`src/rtl/if_id_pkg.sv`:
```
// Shared types and constants for the IF->ID skid stage.
package if_id_pkg;

  localparam int INSTR_W_DEF = 32;
  localparam int PC_W_DEF    = 32;
  localparam int SB_W_DEF    = 1;

  // Instruction value shown while the stage holds nothing.
  localparam logic [INSTR_W_DEF-1:0] NOP_DEF = {INSTR_W_DEF{1'b0}};

  // The encoding matches the number of entries held.
  typedef enum logic [1:0] {
    EMPTY = 2'd0,
    ONE   = 2'd1,
    FULL  = 2'd2
  } state_t;

  // Payload carried from fetch to decode, at the default widths.
  typedef struct packed {
    logic [INSTR_W_DEF-1:0] instr;
    logic [PC_W_DEF-1:0]    pc;
    logic [SB_W_DEF-1:0]    sb;
  } payload_t;

  // Number of valid entries for a given state.
  function automatic logic [1:0] occOf(input state_t s);
    logic [1:0] n;
    n = 2'd0;
    case (s)
      ONE:     n = 2'd1;
      FULL:    n = 2'd2;
      default: n = 2'd0;
    endcase
    return n;
  endfunction

endpackage

```
`src/rtl/if_id_skid_stage_payload_reg.sv`:
```
// Payload register with load, clear-to-idle-value and asynchronous reset.
// Clear wins over load so a flush can never leave a stale entry behind.
module pipe_payload_reg #(
  parameter int           W       = 65,
  parameter logic [W-1:0] CLR_VAL = {W{1'b0}}
) (
  input  logic         Clk,
  input  logic         Reset_n,
  input  logic         i_load,
  input  logic         i_clear,
  input  logic [W-1:0] i_d,
  output logic [W-1:0] o_q
);

  logic [W-1:0] r_q;

  // Hold the payload; reset or clear returns it to the idle value.
  always_ff @(posedge Clk or negedge Reset_n) begin
    if (!Reset_n) begin
      r_q <= CLR_VAL;
    end else if (i_clear) begin
      r_q <= CLR_VAL;
    end else if (i_load) begin
      r_q <= i_d;
    end
  end

  assign o_q = r_q;

endmodule

```
`src/rtl/if_id_skid_stage.sv`:
```
// IF->ID pipeline register with valid/ready handshake, optional two-entry
// skid buffer (registered in_ready), flush and back-pressure.
// The main entry always drives the outputs; the skid entry only absorbs the
// one extra word IF may push while in_ready is still high from last cycle.
module if_id_skid_stage
  import if_id_pkg::*;
#(
  parameter int                 INSTR_W = INSTR_W_DEF,
  parameter int                 PC_W    = PC_W_DEF,
  parameter int                 SB_W    = SB_W_DEF,
  parameter int                 SKID    = 1,
  parameter logic [INSTR_W-1:0] NOP     = {INSTR_W{1'b0}}
) (
  input  logic               Clk,
  input  logic               Reset_n,
  input  logic               flush,
  input  logic               in_valid,
  output logic               in_ready,
  input  logic [INSTR_W-1:0] instruction_in,
  input  logic [PC_W-1:0]    pc_in,
  input  logic [SB_W-1:0]    sb_in,
  output logic               out_valid,
  input  logic               out_ready,
  output logic [INSTR_W-1:0] instruction_out,
  output logic [PC_W-1:0]    pc_out,
  output logic [SB_W-1:0]    sb_out,
  output logic [1:0]         occupancy
);

  localparam int PW = INSTR_W + PC_W + SB_W;

  typedef struct packed {
    logic [INSTR_W-1:0] instr;
    logic [PC_W-1:0]    pc;
    logic [SB_W-1:0]    sb;
  } entry_t;

  localparam logic [PW-1:0] CLR_BITS = {NOP, {PC_W{1'b0}}, {SB_W{1'b0}}};

  state_t r_state;
  state_t w_nextState;
  logic   w_inXfer;
  logic   w_outXfer;
  logic   w_mainLoad;
  logic   w_mainClear;
  logic   w_mainFromSkid;
  logic   w_skidLoad;
  logic   w_skidClear;
  entry_t w_inEntry;
  entry_t w_mainD;
  entry_t w_mainQ;
  entry_t w_skidQ;

  assign w_inEntry = '{instr: instruction_in, pc: pc_in, sb: sb_in};
  assign out_valid = (r_state != EMPTY);
  assign w_inXfer  = in_valid & in_ready;
  assign w_outXfer = out_valid & out_ready;
  assign w_mainD   = w_mainFromSkid ? w_skidQ : w_inEntry;

  // Next state and register load/clear selection; flush overrides everything.
  always_comb begin
    w_nextState    = r_state;
    w_mainLoad     = 1'b0;
    w_mainClear    = 1'b0;
    w_mainFromSkid = 1'b0;
    w_skidLoad     = 1'b0;
    w_skidClear    = 1'b0;
    if (flush) begin
      w_nextState = EMPTY;
      w_mainClear = 1'b1;
      w_skidClear = 1'b1;
    end else begin
      case (r_state)
        EMPTY: begin
          if (w_inXfer) begin
            w_mainLoad  = 1'b1;
            w_nextState = ONE;
          end
        end
        ONE: begin
          if (w_inXfer && w_outXfer) begin
            w_mainLoad = 1'b1;
          end else if (w_outXfer) begin
            w_mainClear = 1'b1;
            w_nextState = EMPTY;
          end else if (w_inXfer && (SKID != 0)) begin
            w_skidLoad  = 1'b1;
            w_nextState = FULL;
          end
        end
        FULL: begin
          if (w_outXfer) begin
            w_mainLoad     = 1'b1;
            w_mainFromSkid = 1'b1;
            w_skidClear    = 1'b1;
            w_nextState    = ONE;
          end
        end
        default: begin
          w_nextState = EMPTY;
          w_mainClear = 1'b1;
          w_skidClear = 1'b1;
        end
      endcase
    end
  end

  // State register; reset drops every held entry at once.
  always_ff @(posedge Clk or negedge Reset_n) begin
    if (!Reset_n) begin
      r_state <= EMPTY;
    end else begin
      r_state <= w_nextState;
    end
  end

  pipe_payload_reg #(
    .W       (PW),
    .CLR_VAL (CLR_BITS)
  ) u_main (
    .Clk     (Clk),
    .Reset_n (Reset_n),
    .i_load  (w_mainLoad),
    .i_clear (w_mainClear),
    .i_d     (w_mainD),
    .o_q     (w_mainQ)
  );

  generate
    if (SKID != 0) begin : g_skid
      logic r_inReady;

      pipe_payload_reg #(
        .W       (PW),
        .CLR_VAL (CLR_BITS)
      ) u_skid (
        .Clk     (Clk),
        .Reset_n (Reset_n),
        .i_load  (w_skidLoad),
        .i_clear (w_skidClear),
        .i_d     (w_inEntry),
        .o_q     (w_skidQ)
      );

      // Registered ready: low only while both entries are occupied.
      always_ff @(posedge Clk or negedge Reset_n) begin
        if (!Reset_n) begin
          r_inReady <= 1'b1;
        end else begin
          r_inReady <= (w_nextState != FULL);
        end
      end

      assign in_ready = r_inReady;
    end else begin : g_noSkid
      assign w_skidQ  = CLR_BITS;
      assign in_ready = out_ready | ~out_valid;
    end
  endgenerate

  assign instruction_out = w_mainQ.instr;
  assign pc_out          = w_mainQ.pc;
  assign sb_out          = w_mainQ.sb;
  assign occupancy       = occOf(r_state);

endmodule
```
`config.mk`:
```
export PLATFORM = sky130hd
export DESIGN_NAME = if_id_skid_stage
export DESIGN_NICKNAME = d
export VERILOG_FILES = /design/src/rtl/if_id_pkg.sv /design/src/rtl/if_id_skid_stage_payload_reg.sv /design/src/rtl/if_id_skid_stage.sv
export SDC_FILE = /design/constraint.sdc
export NUM_CORES = 1
export LEC_CHECK = 0
export CAP_MARGIN = 20
export CELL_PAD_IN_SITES_DETAIL_PLACEMENT = 0
export CELL_PAD_IN_SITES_GLOBAL_PLACEMENT = 1
export CORE_ASPECT_RATIO = 1.2
export CORE_UTILIZATION = 37
export CTS_CLUSTER_SIZE = 25
export DETAILED_ROUTE_END_ITERATION = 16
export GPL_TIMING_DRIVEN = 0
export HOLD_SLACK_MARGIN = 0.08
export PLACE_DENSITY_LB_ADDON = 0.2
export SLEW_MARGIN = 20
export SYNTH_ARGS = -nofsm -noshare
export SYNTH_HDL_FRONTEND = slang
export SYNTH_SLANG_ARGS = --single-unit
```
`constraint.sdc`:
```
create_clock -name Clk -period 1.71 [get_ports Clk]
set_clock_uncertainty 0.15 [all_clocks]
set_input_delay 0.342 -clock Clk [delete_from_list [all_inputs] [get_ports Clk]]
set_output_delay 0.342 -clock Clk [all_outputs]
set_load 0.03 [all_outputs]
```
======== After elaboration in Yosys (flattened, before gate mapping) ========
Index checks and enable logic that the tools add are counted.
storage, ports and cells
  flip-flop bits (word level) ............. 133
  input port bits ......................... 70
  output and inout port bits .............. 69
cells by class
  equal/unequal tests ..................... 3
  muxes and demuxes ....................... 29
  bitwise gates (word level) .............. 2
  reductions and logical operators ........ 7
operator list
  operator                                             count
  two-way mux 65 bit                                   5
  two-way mux 1 bit                                    13
  two-way mux 2 bit                                    6
  one-hot mux 2 bit (3 select lines)                   1
  nonzero test 2 bit                                   3
  one-hot mux 1 bit (2 select lines)                   2
  one-hot mux 2 bit (2 select lines)                   1
  OR reduction 2 bit                                   2
  one-hot mux 1 bit (3 select lines)                   1
  bitwise AND 1 bit                                    2
  equality test 2 x 1 -> 1 bit, second input constant  1
  equality test 2 bit, second input constant           1
  logical NOT 2 bit                                    1
  inequality test 2 bit, second input constant         1
  logical AND 1 bit                                    1

======== Logic depth before layout (Yosys ltp) ========
  depth after elaboration ................. 8
  gate-level depth with buffers ........... 8
  gate-level depth less buffers ........... 5

======== By module ========
Synthesis repeated with hierarchy kept, for this count alone.
unflattened totals
  cell total of the unflattened synthesis .. 515
  area, all modules ....................... 6364.9 um^2
modules (own cells, without submodules)
  module            instances  cells each  area each (um^2)  sequential area each (um^2)
  pipe_payload_reg  2          209         2667.6            1626.6
  if_id_skid_stage  1          97          1029.7            76.3

======== Least setup slack after synthesis ========
Ideal clock, no wire load.
  path kind ............................... flip-flop to flip-flop
  start ................................... register r_state[0]
  end ..................................... register u_main.r_q[0] (netlist: u_main.o_q[0])
  arrival time ............................ 1.520 ns
  required time ........................... 1.441 ns
  slack ................................... -0.079 ns
  cell stages (with the launch flop) ...... 9
  buffers on the path ..................... 3
  period minus slack after synthesis ...... 1.789 ns
  cells stage by stage .................... dfrtp_1 -> buf_6 -> nand2b_4 -> clkinv_1 -> o21ai_2 -> a21o_1 -> buf_6 -> buf_6 -> o2bb2ai_2
on the way
  longest elaborated chain between the ends .. 8
RTL lines
  what                      RTL line                                        RTL
  start: declaration        if_id_skid_stage.sv:40                          state_t r_state;
  start signal: assignment  if_id_skid_stage.sv:113                         r_state <= w_nextState;
  nonzero test 2 bit        if_id_skid_stage.sv:55                          assign out_valid = (r_state != EMPTY);
  bitwise AND 1 bit         if_id_skid_stage.sv:57                          assign w_outXfer = out_valid & out_ready;
  two-way mux 1 bit         if_id_skid_stage.sv:83, if_id_skid_stage.sv:92
  two-way mux 1 bit         if_id_skid_stage.sv:73                          case (r_state)
  two-way mux 1 bit         if_id_skid_stage.sv:68                          if (flush) begin
  two-way mux 65 bit        if_id_skid_stage.sv:58                          assign w_mainD = w_mainFromSkid ? w_skidQ : w_inEntry;
  two-way mux 65 bit        if_id_skid_stage_payload_reg.sv:23              end else if (i_load) begin
  two-way mux 65 bit        if_id_skid_stage_payload_reg.sv:21              end else if (i_clear) begin
  end signal: assignment    if_id_skid_stage_payload_reg.sv:24              r_q <= i_d;
  end: declaration          if_id_skid_stage_payload_reg.sv:15              logic [W-1:0] r_q;
Parallel ways exist; a longest one is shown, timed or not. The select of a mux whose other input is x is not followed.
A chain may end at the register's enable or synchronous reset.

======== Worst setup path after layout ========
  start ................................... register r_state[1]
  end ..................................... register u_main.r_q[25] (netlist: u_main.o_q[25])
The elaborated chain is that of the path after synthesis.

==> flow_summary.json <==
{
  "synthesis.nets": 459,
  "violations": "setup timing",
  "timing.critical_path.depth": 8,
  "detail-route-antenna-nets": 0,
  "cp_num_buf_inv": 4,
  "post_synth_fa_ha_maj_area_fraction": 0,
  "tritoncts.num_buffers": 17,
  "worst_setup_path_startpoint": "r_state[1]",
  "yosys_cell_types": 30,
  "post_dp_hpwl_um": 9360,
  "chipHeight_um": 141,
  "startpoint_type": "flip-flop",
  "place_inst": 736,
  "number_of_max_capacitance_violations_reported": 0,
  "layout.cells.most_common": "dfrtp_1",
  "finalHoldViolations": 0,
  "layout_worst_path_cycle_share": 1.11,
  "worst-slew-pin-transition_ns": 0.525,
  "die_w_um": 118,
  "worst_path_dominant_cell_family": "buffers and inverters",
  "required_ns": 1.86,
  "mux_contribution_to_synthesized_area": 0.109,
  "synthToLayoutAreaGrowth_pct": 58.1,
  "topRoutingLayerUsed": "met4",
  "initialDrtViolationCount": 211,
  "cpMostUsedCell": "buf_12",
  "critical_path_arrival_ns": 2.05,
  "finalSetupViolCount": 132,
  "synth_sequential_area_ratio": 0.559,
  "globalRouteTotalUtil": 0.212,
  "cp_slowest_cell": "dfrtp_2",
  "numClockSinks": 133,
  "critical_path.reg2reg.endpoint": "u_main.o_q[25]",
  "clock_insertion_delay_at_the_later_pin_of_the_skew_report_ns": 0.42,
  "gp_congestion": 0.763,
  "synth_largest_type_area_fraction": 0.555,
  "port_buffers": 138,
  "worstPathCellList": "buf_4 -> nand2b_4 -> nor3b_4 -> buf_8 -> buf_12 -> buf_12 -> mux2i_4 -> o2bb2ai_2",
  "path_class": "reg -> reg",
  "fraction_of_the_mapped_netlist_area_in_compound_gates": 0.254,
  "worst_ir_drop_vdd_mv": 0.675,
  "grt_first_pass_wirelength_um": 26900,
  "route.layer.met1.wl_um": 7290,
  "reg2reg_from": "r_state[1]",
  "netlist_instances": 389,
  "synthesized_area_per_cell_um2": 15.3,
  "detail_route.vias_per_cell": 5.20,
  "synthSimpleGateAreaFrac": 0.0156,
  "remaining_drc_errors": 0,
  "overall_power_consumption_w": 0.00867,
  "power_leakage_nw": 4.10,
  "met2WireLength_um": 8200,
  "synthXorXnorAreaFrac": 0.00147,
  "yosys.area.top_type": "dfrtp_1",
  "setup.reg_to_reg.worst_slack_ns": -0.18,
  "cp_slowest_stage_delay_ns": 0.40,
  "routedWlPerCell_um": 20.2,
  "fin_nets": 668,
  "cell_at_the_root_of_the_clock_tree": "clkbuf_16",
  "globalRoute.totalOverflow": 0,
  "maxSlewViolCount": 0,
  "worst-path-max-fanout": 5,
  "grt_setup_unrepaired": "true",
  "outcome": "finished with violations",
  "netlist_area_um2": 5950,
  "synth_top_family_by_area": "compound AO/OA/AOI/OAI gates",
  "cts.clk_slew.worst_paths_ns": 0.06,
  "period_minus_slack_ns": 1.89,
  "num_rows": 50,
  "hold_removal_path_class": "in -> async",
  "ctsLongestPathBuffers": 2,
  "antenna_found_initial": 0,
  "layout_common_cells": "dfrtp_1 (131), clkdlybuf4s50_1 (66), a22o_1 (65)",
  "wire_length_after_detailed_routing_um": 16600,
  "fin_cells": 819,
  "first_global_vias": 4797,
  "fmax_mhz": 528,
  "drt_pre_antenna_iters": 4,
  "ys_ff_latch": 133,
  "ioPinCount": 139,
  "initial_utilization": 0.381,
  "final_layout_size_suffix_gt1_frac": 0.390,
  "tritoncts": "done",
  "grt_max_degree": 100,
  "die-area_um2": 16600,
  "slew_headroom": 0.650,
  "power-per-cell-area_nw_per_um2": 922,
  "htree_num_levels": 4,
  "vias": 4258,
  "finalWorstSetupSlack_ns": -0.183,
  "worst_setup_path_endpoint": "u_main.o_q[25]",
  "synth.yosys.warnings": 0,
  "r2r.worst_path.cells": 8,
  "diodes_inserted": 0,
  "ys_top_cells_by_area": "dfrtp_1 (55%), o2bb2ai_2 (13%), mux2i_1 (11%), a22o_1 (9.6%), buf_6 (3.4%)",
  "routed-wl-met3_um": 751,
  "finalHoldWorstSlack_ns": 0.228,
  "core_um2": 15600,
  "endpoint_kind": "flip-flop"
}
==> per-layer routing <==
layer  global-route usage  up-vias
met1                0.261     2174
met4               0.0951        0
met3               0.0570       25
met2                0.348      114
li1                     -     1945
met5                    0        -
==> cells in the mapped netlist <==
cell type / n
a2bb2oi_1: 1
nor2_1: 2
nor2_2: 1
or2_1: 1
and3b_1: 2
nor3_2: 1
nor2b_1: 1
buf_4: 3
nand3_1: 1
buf_8: 5
a21oi_1: 2
dfstp_2: 1
inv_1: 2
o2bb2ai_2: 50
dfrtp_1: 132
nand2b_4: 1
mux2i_1: 65
a21o_1: 1
xnor2_1: 1
o2bb2ai_1: 15
buf_6: 18
a211o_1: 1
o21bai_1: 2
buf_2: 9
clkinv_1: 1
clkbuf_1: 1
nand2_1: 2
o21ai_2: 1
nor3b_2: 1
a22o_1: 65
==> registers in the layout, indices dropped and copies added (netlist names) <==
name               flops
in_ready               1
r_state                2
u_main.o_q            65
g_skid.u_skid.o_q     65
==> logic make-up (layout without fill, tap and decap cells) <==
logic type                count (synthesis)  after routing
AOI/OAI and AO/OA                       138            138
xor gates and xnor gates                  1              1
buffers and inverters                    39            261
DFF                                     133            133
muxes                                    65             65
and+or+nand+nor                          13             13
==> where the power goes <==
group | leakage (nW) | switching, W | total, W | internal [W]
clock network | 0.278 | 0.00137 | 0.00359 | 0.00222
registers | 1.80 | 0.000127 | 0.00344 | 0.00331
logic | 2.02 | 0.000847 | 0.00164 | 0.000794
==> how the worst min path moves through the flow <==
stage                    from                    end  cells past startpoint
6_report              Reset_n  g_skid.u_skid.o_q[48]                      2
5_1_grt               Reset_n         u_main.o_q[48]                      2
4_1_cts               Reset_n  g_skid.u_skid.o_q[48]                      2
3_5_place_dp          Reset_n  g_skid.u_skid.o_q[48]                      1
3_3_place_gp   u_main.o_q[32]         u_main.o_q[32]                      1
2_1_floorplan         Reset_n   g_skid.u_skid.o_q[0]                      0
==> what timing repair did <==
item	4_1_cts	5_1_grt
gates resized for setup	206	123
pin swaps	19	15
buffers inserted	30	10
cloned	19	1
setup endpoints to repair	187	184
hold buffers	1	0
hold endpoints to repair	129	0
==> layout make-up <==
type	instances	area, um^2
Buffer	34	556
Clock buffer	24	472
Clock inverter	8	100
Fill cell	1225	6230
Inverter	3	13.8
Multi-Input combinational cell	217	2580
Sequential cell	133	3330
Tap cell	208	260
Timing Repair Buffer	192	2100
==> through the flow <==
stage | util | cell area (um^2) | setup TNS [ns] | setup slack (ns)
after detailed placement | 0.488 | 7630 | -74.17 | -0.697
after CTS | 0.591 | 9240 | -15.08 | -0.221
after floorplan | - | 5960 | -0.283 | -0.00566
after global placement | 0.486 | 7600 | -749.26 | -5.10
after global routing | 0.602 | 9410 | -20.42 | -0.264
final | 0.602 | 9410 | -12.22 | -0.183
No activity file was read; power rests on OpenSTA's default activity.
